File: src/rtl/uart_receiver.sv
// uart_receiver: 8N1 serial receiver with a two-flop input synchroniser and a
// single-entry ready/valid holding register. Rev 1.0
`default_nettype none

module uart_receiver #(
  parameter int CLOCK_FREQ = 100_000_000,
  parameter int BAUD_RATE  = 115_200
) (
  input  logic       clk,
  input  logic       reset,
  input  logic       serial_in,
  output logic [7:0] data_out,
  output logic       data_out_valid,
  input  logic       data_out_ready,
  output logic       framing_error,
  output logic       overrun
);

  localparam int CYCLES_PER_BIT = CLOCK_FREQ / BAUD_RATE;
  localparam int HALF_BIT       = CYCLES_PER_BIT / 2;
  localparam int CNT_W          = $clog2(CYCLES_PER_BIT);
  localparam logic [CNT_W-1:0] BIT_LAST  = CNT_W'(CYCLES_PER_BIT - 1);
  localparam logic [CNT_W-1:0] HALF_LAST = CNT_W'(HALF_BIT - 1);

  typedef enum logic [2:0] {
    ST_IDLE  = 3'd0,
    ST_START = 3'd1,
    ST_DATA  = 3'd2,
    ST_STOP  = 3'd3,
    ST_BREAK = 3'd4
  } state_t;

  state_t           state, state_next;
  logic [CNT_W-1:0] cnt, cnt_next;
  logic [2:0]       bit_idx, bit_next;
  logic [7:0]       shift, shift_next;
  logic             sync1, rx;
  logic             frame_good, frame_bad;

  always_ff @(posedge clk or posedge reset) begin
    if (reset) begin
      sync1 <= 1'b1;
      rx    <= 1'b1;
    end else begin
      sync1 <= serial_in;
      rx    <= sync1;
    end
  end

  always_ff @(posedge clk or posedge reset) begin
    if (reset) begin
      state   <= ST_IDLE;
      cnt     <= '0;
      bit_idx <= 3'd0;
      shift   <= 8'h00;
    end else begin
      state   <= state_next;
      cnt     <= cnt_next;
      bit_idx <= bit_next;
      shift   <= shift_next;
    end
  end

  // The start bit is checked half a bit in; every later sample lands mid-bit.
  always_comb begin
    state_next = state;
    cnt_next   = cnt;
    bit_next   = bit_idx;
    shift_next = shift;
    frame_good = 1'b0;
    frame_bad  = 1'b0;
    case (state)
      ST_IDLE: begin
        if (!rx) begin
          bit_next   = 3'd0;
          cnt_next   = '0;
          state_next = ST_START;
        end
      end
      ST_START: begin
        if (cnt == HALF_LAST) begin
          cnt_next   = '0;
          state_next = rx ? ST_IDLE : ST_DATA;
        end else begin
          cnt_next = cnt + 1'b1;
        end
      end
      ST_DATA: begin
        if (cnt == BIT_LAST) begin
          cnt_next            = '0;
          shift_next[bit_idx] = rx;
          bit_next            = bit_idx + 3'd1;
          if (bit_idx == 3'd7) state_next = ST_STOP;
        end else begin
          cnt_next = cnt + 1'b1;
        end
      end
      ST_STOP: begin
        if (cnt == BIT_LAST) begin
          cnt_next = '0;
          if (rx) begin
            frame_good = 1'b1;
            state_next = ST_IDLE;
          end else begin
            frame_bad  = 1'b1;
            state_next = ST_BREAK;
          end
        end else begin
          cnt_next = cnt + 1'b1;
        end
      end
      ST_BREAK: begin
        if (rx) state_next = ST_IDLE;
      end
      default: state_next = ST_IDLE;
    endcase
  end

  // A new byte may replace one that is being consumed on the same edge.
  always_ff @(posedge clk or posedge reset) begin
    if (reset) begin
      data_out       <= 8'h00;
      data_out_valid <= 1'b0;
      framing_error  <= 1'b0;
      overrun        <= 1'b0;
    end else begin
      framing_error <= frame_bad;
      overrun       <= 1'b0;
      if (frame_good && (!data_out_valid || data_out_ready)) begin
        data_out       <= shift;
        data_out_valid <= 1'b1;
      end else begin
        if (frame_good) overrun <= 1'b1;
        if (data_out_valid && data_out_ready) data_out_valid <= 1'b0;
      end
    end
  end

endmodule

`default_nettype wire

File: config.mk
export PLATFORM = sky130hd
export DESIGN_NAME = uart_receiver
export DESIGN_NICKNAME = d
export VERILOG_FILES = /design/src/rtl/uart_receiver.sv
export SDC_FILE = /design/constraint.sdc
export NUM_CORES = 1
export LEC_CHECK = 0
export BUFFER_PORTS_ARGS = -buffer_cell sky130_fd_sc_hd__buf_2
export CAP_MARGIN = 20
export CORE_AREA = 2 2 87 56
export DETAILED_ROUTE_END_ITERATION = 6
export DIE_AREA = 0 0 89 58
export PLACE_DENSITY = 0.67
export SLEW_MARGIN = 15
export SYNTH_ARGS = -nofsm -noshare
export SYNTH_HDL_FRONTEND = slang
export SYNTH_SLANG_ARGS = --single-unit
File: constraint.sdc
create_clock -name clk -period 5.2 [get_ports clk]
set_input_delay 1.04 -clock clk [delete_from_list [all_inputs] [get_ports clk]]
set_output_delay 1.04 -clock clk [all_outputs]
set_load 0.1 [all_outputs]
==> summary.md <==
| Metric | Value |
|---|---|
| Status | `complete, no violations` |
| Post-Syn Area | `0.001879 mm^2` |
| Reg2Reg Depth | `5` |
| Hold buffer count at cts | `0` |
| Final Max Tran Viols | `0` |
| Initial Util | `42.96%` |
| Reg2Reg Capture Point | `data_out[6]` |
| Num rows | `19` |
| Reg-to-reg slack, setup | `3.07 ns` |
| Setup crit start kind | `flip-flop` |
| Resized cells post-CTS | `0` |
| Post-Syn Area per Cell | `10.86 um^2` |
| Synth-to-Final Area Change | `10.45%` |
| Final Core Density | `47.45%` |
| Min Hold Slack | `0.3569 ns` |
| Vias per inst | `5.689` |
| Num CTS Buffers | `5` |
| Reg2reg start | `cnt[0]` |
| Unrepaired setup endpoints after global routing | `no` |
| Placed instance area | `0.001989 mm^2` |
| Drt wl/cell | `14.99 um` |
| Top cells by area, synth | `dfrtp_1 (47%), mux2_2 (6.0%), o21ai_0 (4.5%), dfstp_2 (2.8%), o31ai_1 (2.8%)` |
| Mux contribution to synthesized area | `6.525%` |
| Largest family of logic cells by synthesized area | `simple AND/OR/NAND/NOR gates` |
| Worst hold stages | `0` |
| Chip Width | `89 um` |
| Final setup fails | `0` |
| Rel. slew slack | `67.16%` |
| Vias | `1428` |
| Post-Synth XOR/XNOR Area | `0%` |
| Detailed Route Iter0 Violations | `174` |
| Total gr overflow | `0` |
| YS warnings | `0` |
| VDD IR max | `108.4 uV` |
| Min Clock Period, post-route | `2.129 ns` |
| Worst EP required | `5.38 ns` |
| Vias in the first global route | `1279` |
| Clock Root Buffer | `clkbuf_8` |
| Setup TNS | `0 ns` |
| DP Wirelength | `2631 um` |
| Post-synthesis adder-cell area fraction | `2.663%` |
| Filler cell count | `427` |
| Most common cell after layout, fill and taps aside | `dfrtp_1` |
| Sequential-to-total area share from yosys stat | `49.40%` |
| Distinct cells, synth | `51` |
| Cell taking the most area after synthesis | `dfrtp_1` |
| Final period utilization | `40.94%` |
| N_diodes | `0` |
| Post-synthesis simple-gate area fraction | `18.77%` |
| Top-area cell type share of the netlist area | `46.60%` |
| Syn_nets | `181` |
| Clock Latency Late Sink | `0.29 ns` |
| Power per cell area | `241.2 mW/mm^2` |
| CTS tree | `built` |
| Overall Global Routing Usage | `17.25%` |
| Die Ht | `58 um` |
| Fin. Hold Viols | `0` |
| Ratio of cells with drive above 1 in the final layout | `21.81%` |
| Asr flop ratio synth | `100.0%` |
| DRT Pass-1 Iters | `5` |
| Initial antenna violation count | `0` |
| Final wirelength | `3762 um` |
| Non-filler cells, final | `251` |
| Pleak | `0.9751 nW` |
| Setup Fix Bufs, Post-CTS | `0` |
| Number of port buffers | `14` |
| Seq cells post-synth | `37` |
| IO Pins | `15` |
| Fin nets | `196` |
| H-tree lvl count | `2` |
| DIE AREA | `0.005162 mm^2` |
| Critical Path AT | `2.30 ns` |
| Post-route DRC violation count | `0` |
| Mapped Cells | `173` |
| Gpl congestion | `0.8635` |
| Compound-gate portion of the synthesized area | `18.58%` |
| First-pass GRT wire length | `6561 um` |
| CP Max Fanout | `10` |
| Critical Path End Type | `flip-flop` |
| Largest net degree at the start of global routing | `38` |
| Max clock buf depth | `2` |
| Post-layout instance area | `0.002076 mm^2` |
| Placed Instances | `244` |
| Max-cap violations | `0` |
| Commonest non-fill, non-tap cells in the layout | `dfrtp_1 (35), o21ai_0 (17), buf_2 (14)` |
| Hold EP | `rx` |
| Min-Delay Path Class | `flip-flop to flip-flop` |
| Crit Path Category | `flip-flop to flip-flop` |
| Post-synth EDFFs | `0` |
| Worst Min Path Start | `sync1` |
| CTS clk-pin slew, worst paths | `0.07 ns` |
| Clock skew | `0.003563 ns` |
| Most common flop cell mapped by yosys | `dfrtp_1` |
| Peak Freq | `0.4697 GHz` |
| Final ANT Viol Nets | `0` |
| Core ar. | `0.004374 mm^2` |
| CTS Sinks | `37` |
| Slew @ Worst Pin | `0.4908 ns` |
==> power by group <==
group	internal [mW]	switching (mW)
sequential	0.289	0.00165
combinational	0.00154	0.00662
clock	0.105	0.0965
total	0.396	0.105
==> metal layers <==
| layer | vias up | track usage, % | share of wire (%) |
|---|---|---|---|
| li1 | 689 | - | - |
| met4 | 0 | 5.330 | 0.90 |
| met1 | 680 | 27.95 | 54 |
| met2 | 57 | 20.04 | 38 |
| met5 | - | 0 | 0 |
| met3 | 2 | 7.123 | 7.2 |
==> cell type report <==
type | count | area, um^2 | share of cell area, %
flip-flops and latches | 37 | 928.4 | 44.73
repair buffers | 15 | 77.57 | 3.737
well taps | 63 | 78.83 | 3.797
inverters | 8 | 30.03 | 1.447
clock buffers | 7 | 86.33 | 4.159
multi-input cells | 121 | 874.6 | 42.13
==> state kept, by name, summed over array words and instances (netlist names) <==
signal,cells
rx,1
sync1,1
state,3
shift,8
bit_idx,3
data_out,8
cnt,10
framing_error,1
data_out_valid,1
overrun,1
==> logic make-up after synthesis <==
logic type / Yosys count
buf+inv: 15
mux: 11
simple gates: 56
fa+ha+maj: 4
compound gates: 50
flops: 37
==> worst max-delay path, cell delays in order (launching register included) <==
cell and delay (ns):
dfrtp_1 0.43, ha_1 0.26, and4bb_2 0.32, and3_1 0.41
nand4b_4 0.25, mux2_2 0.34
==> through the flow <==
stage	total power, mW	setup WS [ns]
floorplan	0.3010	3.266
global placement	0.3050	3.129
detailed placement	0.3050	3.092
CTS	0.5049	3.071
global route	0.5234	2.896
finish	0.5006	3.071
==> cells in the mapped netlist, types with 2 or more instances <==
cell,n
dfrtp_1,35
o21ai_0,17
nand2_1,11
mux2_2,10
inv_1,8
nand3_1,7
o31ai_1,7
nor2_1,6
o211ai_1,6
nand4_1,5
ha_1,4
nand2b_1,4
and3_1,3
and4_1,3
nor2b_1,3
nor3_1,3
a211oi_1,2
a21oi_1,2
a31oi_1,2
buf_6,2
clkbuf_1,2
dfstp_2,2
==> worst max-delay path by stage <==
stage                 from          end  slack (ns)  depth (start not counted)
4_1_cts             cnt[0]  data_out[6]        3.07                          5
5_1_grt             cnt[0]  data_out[6]        2.90                          5
6_report            cnt[0]  data_out[6]        3.07                          5
3_3_place_gp        cnt[0]  data_out[2]        3.13                          5
2_1_floorplan  data_out[0]  data_out[0]        3.27                          0
3_5_place_dp        cnt[0]  data_out[6]        3.09                          5
Note: power is estimated with default switching activity, not from simulation.
